`src/rtl/apb_frame_sequencer.sv`:
```
// Frame sequencer between the UART FIFOs and the APB master port: pops W/R command
// frames from RX, runs one APB transfer per frame and pushes the response into TX.
module apb_frame_sequencer #(
    parameter int unsigned ADDRBITS = 4
) (
    input  logic                clk,
    input  logic                rst,
    input  logic                rxempty,
    input  logic [7:0]          rxdata,
    output logic                rxrd,
    input  logic [ADDRBITS-1:0] txemptyloc,
    output logic [7:0]          txdata,
    output logic                txwr,
    output logic                psel,
    output logic                penable,
    output logic                pwrite,
    output logic [31:0]         paddr,
    output logic [31:0]         pwdata,
    input  logic [31:0]         prdata,
    input  logic                pready,
    input  logic                pslverr,
    output logic                busy,
    output logic                cmderr
);
    localparam logic [7:0] CmdWrite = 8'h57;
    localparam logic [7:0] CmdRead  = 8'h52;
    localparam logic [7:0] RespAck  = 8'h06;
    localparam logic [7:0] RespNak  = 8'h15;

    typedef enum logic [2:0] {
        StIdle, StAddr, StData, StSpace, StSetup, StAccess, StResp
    } state_t;

    state_t      state_q, state_d;
    logic [2:0]  cnt_q, cnt_d;
    logic [31:0] paddr_q, paddr_d;
    logic [31:0] pwdata_q, pwdata_d;
    logic [31:0] rdata_q, rdata_d;
    logic        pwrite_q, pwrite_d;
    logic        err_q, err_d;
    logic        rxrd_q, rxrd_d;
    logic        txwr_q, txwr_d;
    logic        cmderr_q, cmderr_d;
    logic [7:0]  txdata_q, txdata_d;
    logic [31:0] txfree;
    logic [31:0] need;
    logic        resp_last;

    // Room for the whole response must be reserved before the transfer starts.
    assign txfree    = 32'(txemptyloc);
    assign need      = pwrite_q ? 32'd1 : 32'd5;
    assign resp_last = pwrite_q ? (cnt_q == 3'd0) : (cnt_q == 3'd4);

    always_comb begin
        state_d  = state_q;
        cnt_d    = cnt_q;
        paddr_d  = paddr_q;
        pwdata_d = pwdata_q;
        rdata_d  = rdata_q;
        pwrite_d = pwrite_q;
        err_d    = err_q;
        txdata_d = txdata_q;
        rxrd_d   = 1'b0;
        txwr_d   = 1'b0;
        cmderr_d = 1'b0;

        unique case (state_q)
            StIdle: begin
                if (!rxempty) begin
                    rxrd_d = 1'b1;
                    if (rxdata == CmdWrite || rxdata == CmdRead) begin
                        pwrite_d = (rxdata == CmdWrite);
                        cnt_d    = 3'd0;
                        state_d  = StAddr;
                    end else begin
                        cmderr_d = 1'b1;
                    end
                end
            end
            StAddr: begin
                if (!rxempty) begin
                    rxrd_d  = 1'b1;
                    paddr_d = {paddr_q[23:0], rxdata};
                    cnt_d   = cnt_q + 3'd1;
                    if (cnt_q == 3'd3) begin
                        cnt_d   = 3'd0;
                        state_d = pwrite_q ? StData : StSpace;
                    end
                end
            end
            StData: begin
                if (!rxempty) begin
                    rxrd_d   = 1'b1;
                    pwdata_d = {pwdata_q[23:0], rxdata};
                    cnt_d    = cnt_q + 3'd1;
                    if (cnt_q == 3'd3) begin
                        cnt_d   = 3'd0;
                        state_d = StSpace;
                    end
                end
            end
            StSpace: begin
                if (txfree >= need) state_d = StSetup;
            end
            StSetup: state_d = StAccess;
            StAccess: begin
                if (pready) begin
                    err_d   = pslverr;
                    rdata_d = pslverr ? 32'hFFFF_FFFF : prdata;
                    cnt_d   = 3'd0;
                    state_d = StResp;
                end
            end
            StResp: begin
                txwr_d = 1'b1;
                case (cnt_q)
                    3'd0:    txdata_d = err_q ? RespNak : RespAck;
                    3'd1:    txdata_d = rdata_q[31:24];
                    3'd2:    txdata_d = rdata_q[23:16];
                    3'd3:    txdata_d = rdata_q[15:8];
                    default: txdata_d = rdata_q[7:0];
                endcase
                cnt_d = cnt_q + 3'd1;
                if (resp_last) state_d = StIdle;
            end
            default: state_d = StIdle;
        endcase
    end

    always_ff @(posedge clk) begin
        if (rst) begin
            state_q  <= StIdle;
            cnt_q    <= 3'd0;
            paddr_q  <= 32'd0;
            pwdata_q <= 32'd0;
            rdata_q  <= 32'd0;
            pwrite_q <= 1'b0;
            err_q    <= 1'b0;
            txdata_q <= 8'd0;
            rxrd_q   <= 1'b0;
            txwr_q   <= 1'b0;
            cmderr_q <= 1'b0;
        end else begin
            state_q  <= state_d;
            cnt_q    <= cnt_d;
            paddr_q  <= paddr_d;
            pwdata_q <= pwdata_d;
            rdata_q  <= rdata_d;
            pwrite_q <= pwrite_d;
            err_q    <= err_d;
            txdata_q <= txdata_d;
            rxrd_q   <= rxrd_d;
            txwr_q   <= txwr_d;
            cmderr_q <= cmderr_d;
        end
    end

    assign rxrd    = rxrd_q;
    assign txwr    = txwr_q;
    assign cmderr  = cmderr_q;
    assign txdata  = txdata_q;
    assign paddr   = paddr_q;
    assign pwdata  = pwdata_q;
    assign pwrite  = pwrite_q;
    assign psel    = (state_q == StSetup) || (state_q == StAccess);
    assign penable = (state_q == StAccess);
    assign busy    = (state_q != StIdle);
endmodule

```
`config.mk`:
```
export PLATFORM = sky130hd
export DESIGN_NAME = apb_frame_sequencer
export DESIGN_NICKNAME = d
export VERILOG_FILES = /design/src/rtl/apb_frame_sequencer.sv
export SDC_FILE = /design/constraint.sdc
export NUM_CORES = 1
export LEC_CHECK = 0
export CELL_PAD_IN_SITES_DETAIL_PLACEMENT = 1
export CELL_PAD_IN_SITES_GLOBAL_PLACEMENT = 2
export CORE_ASPECT_RATIO = 0.6
export CORE_MARGIN = 2
export CORE_UTILIZATION = 29
export CTS_CLUSTER_SIZE = 12
export DETAILED_ROUTE_END_ITERATION = 16
export PLACE_DENSITY = 0.92
export SYNTH_ARGS = -nofsm -noshare
export SYNTH_HDL_FRONTEND = slang
export SYNTH_SLANG_ARGS = --single-unit
```
`constraint.sdc`:
```
create_clock -name clk -period 3.15 [get_ports clk]
set_input_delay 0.63 -clock clk [delete_from_list [all_inputs] [get_ports clk]]
set_output_delay 0.63 -clock clk [all_outputs]
set_load 0.01 [all_outputs]
```
* Word level (Yosys, flattened, before mapping)
Cells that the tools add are included.
** Operators by class
- Mux-type cells :: 25
- Equality and inequality tests :: 22
- $add $sub $neg :: 1
- Divide/modulo/power cells :: 0
- Reduce and logical (&&, ||, !) cells :: 16
- Bitwise gates (word level) :: 3
- $lt $le $gt $ge :: 1
- Shift operators :: 0
- Multiply operators :: 0
** Operators with widths (number)
- 3-bit 2-to-1 mux :: 15
- 32-bit 2-to-1 mux :: 1
- 8-bit case mux with 4 select lines :: 1
- 3-bit case mux with 7 select lines :: 1
- 2-bit != test, second input constant :: 9
- 8-bit by 7-bit equality test with 1-bit output, second input constant :: 2
- 3-bit by 2-bit equality test with 1-bit output, second input constant :: 4
- 3-bit equality test, second input constant :: 4
- 3-bit case mux with 4 select lines :: 1
- 9-bit AND reduction :: 1
- 3-bit by 1-bit equality test with 1-bit output, second input constant :: 2
- 3-bit logical NOT :: 2
- 2-bit AND reduction :: 3
- 3-bit OR reduction :: 2
- 1-bit 2-to-1 mux :: 5
- 5-bit 2-to-1 mux :: 1
- 5-bit AND reduction :: 1
- 4-bit by 3-bit greater-or-equal comparator with 1-bit output :: 1
- 4-bit nonzero test :: 1
- 2-bit OR reduction :: 2
- 3-bit by 1-bit adder with 3-bit output, second input constant :: 1
- 1-bit inverter :: 3
- 3-bit AND reduction :: 1
- 3-bit nonzero test :: 1
- 2 further kinds :: 3
** Word-level totals
- Input port bits :: 49
- Memories :: 0
- Bits in registers :: 115
- Bits in latches :: 0
- Bits in read-only memories :: 0
- Output and inout bits :: 79
- Memory bits (writable) :: 0

* Depth between registers and ports, before layout
Gate-level depths: netlist (run 1).
- Word-level depth :: 5
- Gate-level depth with buffers :: 8

* Worst setup path after synthesis (run 1)
Ideal clock, no wire load.
- Path kind :: input port to flip-flop
- From :: in txemptyloc[2]
- To :: reg state_q[1]
- Buffers on the path :: 0
- Stages on the path :: 6
- Library setup time :: 0.117 ns
- Required time :: 3.033 ns
- Path slack :: 1.123 ns
- Data arrival time :: 1.910 ns
- Cells stage by stage :: ha_1 -> o21ai_0 -> and4_1 -> nor4_2 -> o21ai_0 -> a32o_1
** Between the ends
- Cells in the longest elaborated chain, start to end :: 3
** Ends and longest elaborated chain
- from (decl) :: line 11 : input logic [ADDRBITS-1:0] txemptyloc,
- 4-bit by 3-bit greater-or-equal comparator with 1-bit output :: line 103 : if (txfree >= need) state_d = StSetup;
- 2-bit != test (no line)
- 9-bit AND reduction (no line)
- to (signal assigned) :: line 132 : state_q <= StIdle;
- to (signal assigned) :: line 144 : state_q <= state_d;
- to (decl) :: line 34 : state_t state_q, state_d;
No other way between the ends.
A chain may end at the register's enable or synchronous reset.

* Worst setup path after layout (run 1)
- From :: reg state_q[2]
- To :: out psel
** Between the ends
- Cells in the longest elaborated chain, start to end :: 2
- Elaborated cells on any way between the ends :: 3
- Those cells by class :: 2 x eq/ne; 1 x reduce/logical
** Ends and longest elaborated chain
- 3-bit equality test :: line 165 : assign psel = (state_q == StSetup) || (state_q == StAccess);
- 1-bit logical OR * :: line 165
- to (decl) :: line 14 : output logic psel,
Mark *: on every way between the ends. The rest lies on a longest branch, timed or not.

==> results.yml, run 1 <==
timing:
  holdWs_ns: 0.458
  relSlewSlack_pct: 25.7
  max_freq_mhz: 362
  finalHoldViolations: 0
  timing.final.crit_share_pct: 87.7
  fin_worst_skew_ns: 0.0112
  setup_tns_ns: 0
  finalSetupViolations: 0
  finalWorstSetupSlack_ns: 0.387
  slew_violations: 0
  rsz0062_at_grt: "false"
  period_minus_slack_ns: 2.76
  worst_pin_slew_ns: 1.11
yosys:
  syn_inst: 579
  ys_seq_area_share_pct: 50.5
  syn_nets: 635
  synth-seq-cells: 115
  synth_ff_type: "dfxtp_1"
  synth_common_cells: "nand2_1, dfxtp_1, a21oi_1"
  yosys_warnings: 0
  synth-edff-count: 0
  yosysTopAreaCell: "dfxtp_1"
  synth_cell_types: 42
  synth_area_per_cell_um2: 7.87
  synth_top_area_share_pct: 50.5
  synthesis.area_um2: 4560
  synthArstFlopShare_pct: 0
  synth_most_common_cell: "nand2_1"
  synth_area_leaders: "dfxtp_1, nand2_1, a21oi_1"
finish:
  n_antenna_cell: 0
  area_delta_synth_final_pct: 44.7
  nNetsFinal: 743
  fin_util_pct: 42.9
  drive_gt1_share_pct: 6.14
power_and_ir_drop:
  p_clk_share_pct: 56.2
  power_density_nw_per_um2: 548
  p_int_mw: 2.87
  netSwitchingFraction_pct: 20.7
  comb_power_share_pct: 3.4
  peakVddDrop_uv: 331
  p_seq_share_pct: 40.4
  leakage_nw: 2.16
  netSwitchingPower_mw: 0.746
worst_setup_path:
  end_kind: "output pin"
  path_buf_inv: 2
  path_cells: "inv_1 > nor2_1 > clkdlybuf4s50_1"
  cp-start-kind: "flip-flop"
  worst_path_max_delay_cell: "dfxtp_1"
  cp.required_ns: 2.52
  criticalPathCategory: "reg -> out"
  crit_family: "buffers and inverters"
  ff2ff_setup_slack_ns: 0.65
  critPathMaxFanout: 18
  cp.arrival_ns: 2.13
  critPathMaxStageDelay_ns: 0.72
detailed_routing:
  drtPass1Iterations: 5
  viasPerCell: 4.97
  ant_nets: 0
  drt_iter0_markers: 276
  via_count: 4491
  drt-total-wl_um: 14900
  drc: 0
  wl_per_cell_um: 16.5
clock_network:
  tritoncts: "built"
  clock_sinks: 115
  post-cts-setup-buffers: 0
  root_buffer: "clkbuf_16"
  clock_path_buffers: 2
  clk_latency_ns: 0.41
  clk_pin_slew_ns: 0.05
  cts_max_level: 4
  cts_buffers: 17
  postCtsHoldBufs: 0
  cts-resized-gates: 0
worst_hold_path:
  min_path_type: "reg -> reg"
floorplan:
  io-pin-count: 128
  die_area_um2: 16800
  die_y_um: 101
  initial_core_util_pct: 29.6
  placementRows: 35
  fp.coreArea_um2: 15400
  die_w_um: 166
place:
  post-place-ws_ns: 0.397
  dp_hpwl_um: 10500
  io_buffers: 127
  gp_congestion: 0.821
grt:
  grt.total_usage_pct: 18.1
  grt_pass1_wl_um: 24200
  overflow: 0
  grt_max_degree: 77
  grt_pass1_vias: 4538
  antenna_found_initial: 0
outcome:
  status: "completed"
job:
  max-cap-violations: 0
==> cells by family (layout without fill, tap and decap cells) <==
kind of cell	count (synthesis)	after routing	share of synthesized area, %
and+or+nand+nor	285	285	27.2
buffers and inverters	53	174	4.70
xor gates and xnor gates	3	3	0.577
AOI/OAI and AO/OA	116	116	15.1
adders and majority gates	7	7	1.92
DFF	115	115	50.5
==> power by group through the flow <==
stage | Sequential (mW) | Clock [mW] | Combinational [mW]
after global routing | 1.46 | 2.14 | 0.135
after global placement | 1.49 | 0 | 0.121
after floorplan | 1.49 | 0 | 0.0406
final | 1.46 | 2.03 | 0.124
after detailed placement | 1.49 | 0 | 0.123
after CTS | 1.46 | 2.07 | 0.125
==> tightest hold or removal path, cell delays in order, from the launching register on <==
cell and delay, ns:
dfxtp_1 0.30, nand2_1 0.05, a21oi_1 0.05
==> metal layers <==
layer  track usage, %  vias up  wire length, um
li1                 -     2194                -
met1             25.0     2181             7260
met2             28.5      104             6870
met3             4.08       12              620
met4             4.95        0              163
met5                0        -                0
==> path summary, 6_finish.rpt <==
kind | from | to | depth (start not counted)
max reg2reg | cnt_q[0]$_SDFFE_PP0P_ | state_q[2]$_SDFFE_PP0P_ | 6
max | state_q[2]$_SDFFE_PP0P_ | psel | 3
min reg2reg | paddr[28]$_SDFFE_PP0P_ | paddr[28]$_SDFFE_PP0P_ | 2
min | paddr[28]$_SDFFE_PP0P_ | paddr[28]$_SDFFE_PP0P_ | 2
==> cells in the final DEF, fill, tap and decap left out, types with 6 or more instances in the layout <==
cell and count:
nand2_1 139, clkdlybuf4s50_1 126, a21oi_1 81, buf_4 7
inv_1 8, nor2b_1 6, a311oi_1 6, clkbuf_16 17
nor2_1 51, nor3_1 68, ha_1 7, dfxtp_1 115
==> metrics by stage <==
step           area (um^2)  cells  power [mW]
5_1_grt               6600    903        3.73
2_1_floorplan         4560    579        1.53
3_3_place_gp          5970    871        1.61
4_1_cts               6600    903        3.66
3_5_place_dp          5970    871        1.61
6_report              6600    903        3.61
==> flip-flops by register name (all words and copies together) (netlist names) <==
| name | cells |
|---|---|
| paddr | 32 |
| pwdata | 32 |
| rdata_q | 32 |
| txdata | 8 |
| cnt_q | 3 |
| state_q | 3 |
| cmderr | 1 |
| err_q | 1 |
| pwrite | 1 |
| rxrd | 1 |
| txwr | 1 |
==> layout make-up <==
type / count / area [um^2]
clock buffers: 19 / 443
clock inverters: 13 / 184
fillers: 1796 / 8780
inverters: 8 / 30.0
multi-input cells: 411 / 2050
flip-flops and latches: 115 / 2300
well taps: 203 / 254
repair buffers: 134 / 1330
No activity file was read; power rests on OpenSTA's default activity.
==> inputs of run 2 (changes only) <==
--- a/config.mk
+++ b/config.mk
@@ -10,7 +10,6 @@
 export CORE_ASPECT_RATIO = 0.6
 export CORE_MARGIN = 2
 export CORE_UTILIZATION = 29
-export CTS_CLUSTER_SIZE = 12
 export DETAILED_ROUTE_END_ITERATION = 16
 export PLACE_DENSITY = 0.92
 export SYNTH_ARGS = -nofsm -noshare
==> results of run 2 <==
Same layout as run 1: the final DEF is identical, and so are final timing and power.
